<file path="config.mk">
export PLATFORM = sky130hd
export DESIGN_NAME = id_branch_resolve_unit
export DESIGN_NICKNAME = d
export VERILOG_FILES = /design/src/rtl/id_branch_resolve_unit.sv
export SDC_FILE = /design/constraint.sdc
export NUM_CORES = 1
export LEC_CHECK = 0
export CORE_ASPECT_RATIO = 0.6
export CORE_UTILIZATION = 47
export CTS_CLUSTER_SIZE = 30
export DETAILED_ROUTE_END_ITERATION = 10
export GPL_ROUTABILITY_DRIVEN = 0
export HOLD_SLACK_MARGIN = 0.08
export PLACE_DENSITY = 0.88
export SETUP_SLACK_MARGIN = 0.5
export SYNTH_ARGS = -nofsm -noshare
export SYNTH_HDL_FRONTEND = slang
export SYNTH_SLANG_ARGS = --single-unit
</file>
<file path="constraint.sdc">
create_clock -name Clk -period 6.1 [get_ports Clk]
set_clock_uncertainty 0.15 [all_clocks]
set_input_delay 1.525 -clock Clk [delete_from_list [all_inputs] [get_ports Clk]]
set_output_delay 1.525 -clock Clk [all_outputs]
set_load 0.005 [all_outputs]
</file>
<file path="src/rtl/id_branch_resolve_unit.sv">
`default_nettype none
// ============================================================================
// Module   : id_branch_resolve_unit
// Brief    : ID-stage branch resolver with forwarding muxes, operand-wait FSM,
//            sticky timeout flag and saturating taken-branch counter.
// Revision : 1.0
// ============================================================================
module id_branch_resolve_unit #(
    parameter int DATA_WIDTH = 32,
    parameter int MAX_WAIT   = 4,
    parameter int CNT_WIDTH  = 16
) (
    input  logic                  Clk,
    input  logic                  Reset_n,
    input  logic                  Flush_ID,
    input  logic                  Branch_Valid_ID,
    input  logic [2:0]            Branch_Op_ID,
    input  logic [DATA_WIDTH-1:0] Read_Data_1_ID,
    input  logic [DATA_WIDTH-1:0] Read_Data_2_ID,
    input  logic [DATA_WIDTH-1:0] Fwd_Data_MEM,
    input  logic [DATA_WIDTH-1:0] Write_Data_WB,
    input  logic [1:0]            Forward_C_ID,
    input  logic [1:0]            Forward_D_ID,
    output logic                  Stall_ID,
    output logic                  Resolve_Valid,
    output logic                  Branch_Taken,
    output logic                  Timeout_Err,
    output logic [CNT_WIDTH-1:0]  Taken_Count
);

    localparam logic [0:0]           c_ST_IDLE  = 1'b0;
    localparam logic [0:0]           c_ST_WAIT  = 1'b1;
    localparam logic [7:0]           c_MAX_WAIT = 8'(MAX_WAIT);
    localparam logic [CNT_WIDTH-1:0] c_CNT_MAX  = '1;

    localparam logic [2:0] c_OP_BEQ  = 3'b000;
    localparam logic [2:0] c_OP_BNE  = 3'b001;
    localparam logic [2:0] c_OP_BLEZ = 3'b010;
    localparam logic [2:0] c_OP_BGTZ = 3'b011;
    localparam logic [2:0] c_OP_BLTZ = 3'b100;
    localparam logic [2:0] c_OP_BGEZ = 3'b101;

    logic [0:0]            r_state;
    logic [2:0]            r_op;
    logic [7:0]            r_cnt;

    logic [2:0]            w_op;
    logic [DATA_WIDTH-1:0] w_op_a;
    logic [DATA_WIDTH-1:0] w_op_b;
    logic                  w_need_a;
    logic                  w_need_b;
    logic                  w_ready;
    logic                  w_cond;
    logic                  w_a_zero;
    logic                  w_a_neg;
    logic                  w_timeout;
    logic                  w_resolve;
    logic                  w_taken_next;

    // While waiting, the captured opcode is authoritative; ID may have moved on.
    assign w_op = (r_state == c_ST_WAIT) ? r_op : Branch_Op_ID;

    always_comb begin
        w_op_a = Read_Data_1_ID;
        case (Forward_C_ID)
            2'b01:   w_op_a = Fwd_Data_MEM;
            2'b10:   w_op_a = Write_Data_WB;
            default: w_op_a = Read_Data_1_ID;
        endcase
    end

    always_comb begin
        w_op_b = Read_Data_2_ID;
        case (Forward_D_ID)
            2'b01:   w_op_b = Fwd_Data_MEM;
            2'b10:   w_op_b = Write_Data_WB;
            default: w_op_b = Read_Data_2_ID;
        endcase
    end

    assign w_need_a = (w_op <= c_OP_BGEZ);
    assign w_need_b = (w_op == c_OP_BEQ) || (w_op == c_OP_BNE);
    assign w_ready  = (!w_need_a || (Forward_C_ID != 2'b11)) &&
                      (!w_need_b || (Forward_D_ID != 2'b11));

    assign w_a_zero = (w_op_a == '0);
    assign w_a_neg  = w_op_a[DATA_WIDTH-1];

    always_comb begin
        w_cond = 1'b0;
        case (w_op)
            c_OP_BEQ:  w_cond = (w_op_a == w_op_b);
            c_OP_BNE:  w_cond = (w_op_a != w_op_b);
            c_OP_BLEZ: w_cond = w_a_neg || w_a_zero;
            c_OP_BGTZ: w_cond = !w_a_neg && !w_a_zero;
            c_OP_BLTZ: w_cond = w_a_neg;
            c_OP_BGEZ: w_cond = !w_a_neg;
            default:   w_cond = 1'b0;
        endcase
    end

    assign w_timeout = (r_state == c_ST_WAIT) && !w_ready && (r_cnt == c_MAX_WAIT);

    // A timeout still produces a result pulse, forced to not-taken.
    assign w_resolve = !Flush_ID &&
                       (((r_state == c_ST_IDLE) && Branch_Valid_ID && w_ready) ||
                        ((r_state == c_ST_WAIT) && w_ready) ||
                        w_timeout);
    assign w_taken_next = w_ready && w_cond;

    assign Stall_ID = !Flush_ID &&
                      (((r_state == c_ST_IDLE) && Branch_Valid_ID && !w_ready) ||
                       ((r_state == c_ST_WAIT) && !w_ready && (r_cnt < c_MAX_WAIT)));

    always_ff @(posedge Clk or negedge Reset_n) begin
        if (!Reset_n) begin
            r_state <= c_ST_IDLE;
            r_op    <= 3'b000;
            r_cnt   <= 8'd0;
        end else if (Flush_ID) begin
            r_state <= c_ST_IDLE;
            r_cnt   <= 8'd0;
        end else begin
            case (r_state)
                c_ST_IDLE: begin
                    if (Branch_Valid_ID && !w_ready) begin
                        r_op    <= Branch_Op_ID;
                        r_cnt   <= 8'd1;
                        r_state <= c_ST_WAIT;
                    end
                end
                default: begin
                    if (w_ready || w_timeout) begin
                        r_state <= c_ST_IDLE;
                        r_cnt   <= 8'd0;
                    end else begin
                        r_cnt <= r_cnt + 8'd1;
                    end
                end
            endcase
        end
    end

    always_ff @(posedge Clk or negedge Reset_n) begin
        if (!Reset_n) begin
            Resolve_Valid <= 1'b0;
            Branch_Taken  <= 1'b0;
            Timeout_Err   <= 1'b0;
            Taken_Count   <= '0;
        end else begin
            Resolve_Valid <= w_resolve;
            if (w_resolve) begin
                Branch_Taken <= w_taken_next;
            end
            if (w_resolve && w_taken_next && (Taken_Count != c_CNT_MAX)) begin
                Taken_Count <= Taken_Count + 1'b1;
            end
            if (w_timeout && !Flush_ID) begin
                Timeout_Err <= 1'b1;
            end
        end
    end

endmodule
`default_nettype wire

</file>
==> qor.txt, run 1 <==
Outcome -> finished clean
Largest net degree at the start of global routing -> 65
Starting Density -> 0.496
Core Region -> 7450 sq um
CTS root buffer -> clkbuf_16
CP Cell Sequence -> clkdlybuf4s50_1 -> inv_1 -> ha_1 -> buf_12 -> a221oi_1 -> o22ai_1 -> nor4_1 -> nand4_1 -> mux2_4 -> a21boi_2 -> nor2_2 -> mux2_1
Io pins -> 159
RSZ-0062 raised after global routing -> false
Multi-input logic area -> 2750 sq um
Via count -> 4495
Final Hold Fails -> 0
Maximum clock rate -> 0.184 GHz
Post-CTS Setup Inserts -> 0
Startpoint types -> input pin
WL/cell -> 19.2 um
Crit path kind -> input pin to flip-flop
PortBufs -> 158
Register area share after synthesis -> 0.210
Crit path capture type -> flip-flop
Tot Pwr -> 0.000931 W
First DRT Iteration DRCs -> 527
Vias per inst -> 6.54
Die area -> 8230 sq um
Tightest Pin Transition -> 0.760 ns
Longest Clk Path Bufs -> 2
Max-cap violation count -> 0
Required time worst endpoint -> 6.11 ns
CP max stage delay -> 0.67 ns
Gr usage total -> 0.311
Syn avg cell area -> 8.36 sq um
Fill count -> 575
Combinational share of power -> 0.466
Clock Pin Slew Worst Setup and Hold Paths -> 0.05 ns
DIE WIDTH -> 116 um
Height of the die -> 70.7 um
Post-route ant nets -> 0
# H-tree levels -> 2
Hold Crit Class -> flip-flop to flip-flop
HPWL after DPL -> 10.0 mm
Antenna Cells -> 0
Fin nets -> 731
First-pass GRT wire length -> 20.0 mm
Clock sink count -> 31
Routed WL -> 13.2 mm
Area leader, netlist -> dfrtp_1
Synth Instances -> 442
Clock Latency Late Sink -> 0.28 ns
CTS tree -> built
Final period demand of the worst path -> 5.43 ns
Synth async-reset ratio -> 1.00
Main synth FF type -> dfrtp_1
Final number of setup-violating endpoints -> 0
Mapped Area -> 3690 sq um
Hold buffers post-CTS -> 0
Initial antenna violation count -> 0
Critical-path top delay cell -> a221oi_1
EDFF count, synth -> 0
Final Max Tran Viols -> 0
Rows -> 24
Synth area leaders -> dfrtp_1 (21%), a221o_1 (8.4%), a221oi_1 (7.8%), a211o_1 (7.3%), o211ai_1 (6.7%)
Power Internal -> 0.000620 W
CTS buffer count -> 5
Final Cycle Share -> 0.890
Synth top area share -> 0.210
Vias in the first global route -> 4039
DR DRC count -> 0
Unique cell type count in the Yosys netlist -> 47
WP data arrival -> 5.44 ns
Reg area -> 776 sq um
Area grow syn2layout -> 48.7%
GRT Residual Overflow -> 0
Power Density -> 169 nW/um^2
Reg power frac -> 0.275
Drt first pass iters -> 6
Final setup TNS -> 0 ns
Syn nets -> 590
Warnings, synthesis -> 0
Leak -> 2.07 nW
Peak supply drop -> 98.2 uV
Yosys reg bits -> 31
CP max FO -> 21
Clock share of power -> 0.259
Switching share of power -> 0.335
Share of layout cells above drive strength 1 -> 0.0497
Max transition margin -> 0.489
Net Sw Power -> 0.000311 W
-- layer usage --
layer  wire, um  global-route usage  vias up
li1           -                   -     2095
met1       5780               0.434     2117
met2       5820               0.475      265
met3       1420              0.0865       18
met4        151              0.0755        0
met5          0                   0        -
-- kinds of logic after synthesis --
group / Yosys count / share of synthesized area
buf+inv: 40 / 0.0484
flops: 31 / 0.210
compound gates: 169 / 0.373
fa+ha+maj: 9 / 0.0305
mux: 11 / 0.0335
simple gates: 165 / 0.265
xor+xnor: 17 / 0.0403
-- cells in the mapped netlist (2+ instances only) --
library cell	count
nor2b_1	36
a221oi_1	33
o211ai_1	33
nand2b_1	32
a211o_1	31
a221o_1	31
dfrtp_1	31
nand4_1	19
nand2_1	18
o22ai_1	17
nand3_1	13
clkbuf_1	12
nor2_1	12
nor4_1	12
buf_2	11
inv_1	11
o21ai_0	11
xor2_1	11
ha_1	9
xnor2_1	6
mux2_2	5
buf_1	4
nor3_1	4
nor3_2	4
and3_1	3
and4_1	3
mux2i_1	3
a21oi_1	2
a31oi_1	2
buf_6	2
mux2_1	2
nand3b_1	2
o21bai_1	2
o31ai_1	2
-- final timing paths --
kind | slack [ns] | depth (start not counted) | start | end
setup reg to reg | 2.98 | 8 | r_state | Taken_Count[1]
setup / recovery | 0.67 | 12 | Forward_C_ID[1] | Taken_Count[1]
hold / removal | 0.33 | 1 | r_cnt[7] | r_cnt[7]
min in group asynchronous | 1.49 | 2 | Reset_n | Taken_Count[3]
max in group asynchronous | 4.01 | 2 | Reset_n | r_op[1]
hold reg to reg | 0.33 | 1 | r_cnt[7] | r_cnt[7]
-- critical path: cells and delay by family --
kind                     cells  cell delay (ns)
AO/OA/AOI/OAI                3             0.90
adder cells (fa/ha/maj)      1             0.37
buffers and inverters        3             0.81
multiplexers                 2             0.62
AND/OR/NAND/NOR              3             1.21
-- metrics by stage --
stage | hold WS, ns | cell area [sq um] | cells | utilization | setup WS (ns)
after floorplan | 0.287 | 3690 | 442 | - | 1.84
after global placement | 0.305 | 5350 | 680 | 0.718 | 0.414
after detailed placement | 0.313 | 5350 | 680 | 0.718 | 0.329
after CTS | 0.325 | 5490 | 687 | 0.737 | 0.611
after global routing | 0.354 | 5490 | 687 | 0.738 | 0.608
final | 0.328 | 5490 | 687 | 0.738 | 0.670
-- cell type report --
cell class,instances,share of cell area
well taps,104,0.0237
clock inverters,1,0.000911
inverters,11,0.00752
multi-input cells,371,0.500
clock buffers,6,0.0253
flip-flops and latches,31,0.141
repair buffers,163,0.302
-- power by group through the flow --
stage	registers, W	clock network (W)	logic (W)
finish	0.000256	0.000241	0.000433
global route	0.000260	0.000257	0.000461
CTS	0.000256	0.000244	0.000425
detailed placement	0.000259	0	0.000423
global placement	0.000258	0	0.000412
floorplan	0.000254	0	0.000232
-- sequential cells by signal, indices dropped and copies added, names as in the netlist --
| register | count |
|---|---|
| Resolve_Valid | 1 |
| Branch_Taken | 1 |
| Timeout_Err | 1 |
| Taken_Count | 16 |
| r_cnt | 8 |
| r_op | 3 |
| r_state | 1 |
-- timing repair --
item,4_1_cts,5_1_grt
endpoints found under the setup margin,0,12
hold endpoints to repair,0,0
gates resized for setup,0,1
-- layout by cell type (no fill, tap or decap), drive strengths merged, types with 13 or more instances in the layout --
cell	count
o22ai	17
a211o	31
nand4	19
clkdlybuf4s50	158
nand2b	32
nor2	13
nor2b	36
nor4	13
a221o	31
nand3	13
o211ai	33
dfrtp	31
nand2	18
a221oi	33
Power figures use the tool's default switching activity.
==> run 2: changes to the inputs <==
SLEW_MARGIN = 15   (was unset)
==> results of run 2 <==
The final DEF is identical to that of run 1; final timing and power are the same.
==> variant 1: new RTL, flow settings as in run 2 <==
Set the parameter `CNT_WIDTH` to 12 (it was 16).
--- a/src/rtl/id_branch_resolve_unit.sv
+++ b/src/rtl/id_branch_resolve_unit.sv
@@ -8,7 +8,7 @@
 module id_branch_resolve_unit #(
     parameter int DATA_WIDTH = 32,
     parameter int MAX_WAIT   = 4,
-    parameter int CNT_WIDTH  = 16
+    parameter int CNT_WIDTH  = 12
 ) (
     input  logic                  Clk,
     input  logic                  Reset_n,
Ports: changed (resized Taken_Count); port bits go from 159 to 155. No check against the original RTL was run, so the function may have changed too.
==> variant 1 against run 2 <==
- critical endpoint is now Taken_Count[8]
- core utilization decreased by 2.3 points
- design area decreased by 5.4%
- combinational power increased by 1%
- final cell count decreased by 4.2%
- synthesized area decreased by 4.5%
- total power decreased by 13%
- worst setup slack improved by 0.13 ns
- sequential cell count decreased by 4
- wire length increased by 2.2%
- register-to-register slack improved by 0.20 ns
- non-clock buffer count decreased by 2
- sequential power decreased by 15%
==> variant 1: results (changes against run 2) <==
stage,metric,value,unit,change
outcome,run status,"finished, final reports clean",,unchanged
clock_network,number of H-tree levels,1,,was 2
synthesis,fraction of the mapped netlist area in compound gates,40.2,%,was 37.3%
layout,largest registers,"Taken_Count x12, r_cnt x8, r_op x3",,"was Taken_Count x16, r_cnt x8, r_op x3"
setup_path,reg-to-reg setup timing slack,3.18,ns,was 2.98 ns
grt,met2 layer usage reported by global route,49.4,%,was 47.5%
synthesis,Syn Nets,565,,was 590
setup_path,capture point of the worst reg-to-reg path,r_cnt[6],,was Taken_Count[1]
timing,Max transition margin,48.3,%,was 48.9%
min_path,Min-Delay Startpoint,Timeout_Err,,was r_cnt[7]
min_path,sink of the worst hold path,Timeout_Err,,was r_cnt[7]
grt,GR Util met1,47.6,%,was 43.4%
synthesis,proportion of synthesized chip area in sequential cells,19.1,%,was 21.0%
setup_path,CP max FO,20,,was 21
grt,wire length of the first global-routing pass,21200,microns,was 20000 microns
layout,Final #Nets,703,,was 731
synthesis,ys flop type,dfrtp_1,,unchanged
synthesis,Avg Inst Size Synth,8.46,sq um,was 8.36 sq um
clock_network,clock slew at reported path FFs,0.07,ns,was 0.05 ns
synthesis,xor/xnor share of the synthesized area,2.98,%,was 4.03%
setup_path,critical path's largest stage delay,0.62,ns,was 0.67 ns
synthesis,synthesized-area fraction occupied by adder cells,3.19,%,was 3.05%
setup_path,crit path DAT,5.29,ns,was 5.44 ns
placement,HPWL Detailed,10400,microns,was 10000 microns
placement,Setup WS pre-CTS,0.672,ns,was 0.329 ns
route,ratio of routed vias to standard cells,6.75,,was 6.54
power_and_ir_drop,internal power,516,uW,was 620 uW
grt,largest net degree at the start of global routing,51,,was 65
setup_path,Register-to-Register Path Depth,9,,was 8
synthesis,leading post-synthesis cells by instance count,"34 x nand2b_1, 33 x o211ai_1, 32 x a211o_1, 32 x a221o_1, 32 x nor2b_1",,"was 36 x nor2b_1, 33 x a221oi_1, 33 x o211ai_1"
power_and_ir_drop,leakage power of the design,1.96,nW,was 2.07 nW
synthesis,Yosys cell types,42,,was 47
layout,share of post-route cells with drive strength above 1,5.23,%,was 4.97%
grt,vias in the first global route,4183,,was 4039
placement,number of I/O port buffers,154,,was 158
route,iteration-0 DRC count of the detailed router,473,,was 527
timing,Hold Slack,0.332,ns,was 0.328 ns
grt,global router's overall resource usage,33.5,%,was 31.1%
setup_path,capture point of the worst path,Taken_Count[8],,was Taken_Count[1]
placement,placed insts,654,,was 680
synthesis,share of synthesized area spent on multiplexers,3.12,%,was 3.35%
setup_path,category of cells accounting for the largest share of critical-path delay,buffers and inverters,,was simple AND/OR/NAND/NOR gates
power_and_ir_drop,highest ir drop seen on vdd,0.000168,V,was 0.0000982 V
placement,instance area after placement,5120,sq um,was 5350 sq um
-- variant 1: cell families (layout without fill, tap and decap cells) --
| family | after synthesis | count (layout) |
|---|---|---|
| XOR/XNOR | 12 | 12 |
| AND/OR/NAND/NOR | 152 | 152 |
| buffers and inverters | 38 | 175 |
| adder cells (fa/ha/maj) | 9 | 9 |
| multiplexers | 10 | 10 |
| AO/OA/AOI/OAI | 169 | 169 |
| flip-flops | 27 | 27 |
-- variant 1: cell type report --
type	instances	area, sq um	area share, %
clock buffer	4	78.8	1.52
multi-input combinational	352	2660	51.1
inverter	10	37.5	0.722
timing repair buffer	161	1620	31.2
tap	104	130	2.50
sequential	27	676	13.0
-- variant 1: power by group through the flow --
stage	logic [mW]	clock network, mW	registers, mW
global route	0.471	0.159	0.220
detailed placement	0.424	0	0.220
floorplan	0.239	0	0.217
finish	0.438	0.150	0.218
global placement	0.414	0	0.219
CTS	0.427	0.152	0.218
==> variant 2: new RTL, flow settings as in run 2 <==
Made on the original files. Make the reset (`Reset_n`) synchronous in 2 clocked blocks.
--- a/src/rtl/id_branch_resolve_unit.sv
+++ b/src/rtl/id_branch_resolve_unit.sv
@@ -112,7 +112,7 @@
                       (((r_state == c_ST_IDLE) && Branch_Valid_ID && !w_ready) ||
                        ((r_state == c_ST_WAIT) && !w_ready && (r_cnt < c_MAX_WAIT)));
 
-    always_ff @(posedge Clk or negedge Reset_n) begin
+    always_ff @(posedge Clk) begin
         if (!Reset_n) begin
             r_state <= c_ST_IDLE;
             r_op    <= 3'b000;
@@ -141,7 +141,7 @@
         end
     end
 
-    always_ff @(posedge Clk or negedge Reset_n) begin
+    always_ff @(posedge Clk) begin
         if (!Reset_n) begin
             Resolve_Valid <= 1'b0;
             Branch_Taken  <= 1'b0;
Check against the original RTL: differs if Reset_n is asserted again (counterexample within 4 cycles, from zero or initial values and one cycle with Reset_n low); with Reset_n held inactive, the same outputs for 10 cycles.
==> variant 2 against run 2 <==
- wire length is 18% higher
- clock power is 3% higher
- total power is 8.9% lower
- critical endpoint is now Taken_Count[1]
- final cell count is 5.2% higher
- sequential cell count stayed put
- worst setup slack worse by 0.087 ns
- worst hold slack better by 0.0037 ns
- design area is 2.8% higher
- largest cell class unchanged
- via count is 12% higher
- register-to-register slack worse by 0.27 ns
- synthesized area is 4.3% higher
- sequential share of layout area is 3.1 points lower
==> variant 2: results (changes against run 2) <==
stage,metric,value,unit,change
layout,data-path buffer share of cell area in the final layout,29.2,%,was 30.2%
min_path,Min-Delay Startpoint,Branch_Taken,,was r_cnt[7]
grt,wire length of the first global-routing pass,23600,microns,was 20000 microns
setup_path,CP max FO,23,,was 21
placement,Setup WS pre-CTS,0.437,ns,was 0.329 ns
grt,met2 layer usage reported by global route,55.8,%,was 47.5%
grt,vias in the first global route,4656,,was 4039
placement,placed insts,715,,was 680
placement,instance area after placement,5450,sq um,was 5350 sq um
synthesis,Avg Inst Size Synth,8.08,sq um,was 8.36 sq um
route,iteration-0 DRC count of the detailed router,776,,was 527
synthesis,Syn Nets,625,,was 590
power_and_ir_drop,leakage power of the design,1.86,nW,was 2.07 nW
min_path,sink of the worst hold path,Branch_Taken,,was r_cnt[7]
grt,antenna violations before repair,1,,was 0
layout,number of ordinary inverters in the final layout,9,,was 11
layout,area fraction of clock buffers and clock inverters,2.55,%,was 2.62%
synthesis,proportion of synthesized chip area in sequential cells,16.1,%,was 21.0%
route,routed wire length per instance,21.4,microns,was 19.2 microns
setup_path,capture point of the worst reg-to-reg path,Taken_Count[1],,unchanged
grt,largest net degree at the start of global routing,53,,was 65
outcome,run status,"finished, final reports clean",,unchanged
grt,GR Util met1,44.1,%,was 43.4%
layout,share of post-route cells with drive strength above 1,7.97,%,was 4.97%
route,WL met2,6750,microns,was 5820 microns
power_and_ir_drop,Psw,289,uW,was 311 uW
route,ratio of routed vias to standard cells,6.98,,was 6.54
layout,share of cell area taken by multi-input logic gates,54.2,%,was 50.0%
==> variant 2: logic make-up after synthesis <==
group | count (synthesis) | synth area share, %
compound gates | 189 | 41.9
mux | 13 | 3.44
xor+xnor | 2 | 0.455
fa+ha+maj | 9 | 2.92
flops | 31 | 16.1
buf+inv | 43 | 5.94
simple gates | 190 | 29.2
==> variant 2: critical path, cell delays in order <==
cell and delay [ns]:
clkdlybuf4s50_1 0.55, inv_1 0.06, ha_1 0.38, buf_12 0.26
a221oi_1 0.52, o22ai_1 0.13, nor4_1 0.49, nand4_1 0.22
mux2i_1 0.17, o21a_2 0.25, a31oi_2 0.62, o21ai_1 0.21
a21oi_1 0.17
==> variant 2: power groups by stage <==
stage	combinational [mW]	clock (mW)	sequential (mW)
floorplan	0.221	0	0.210
global placement	0.362	0	0.210
detailed placement	0.372	0	0.210
CTS	0.375	0.247	0.206
global route	0.415	0.256	0.206
finish	0.394	0.248	0.206
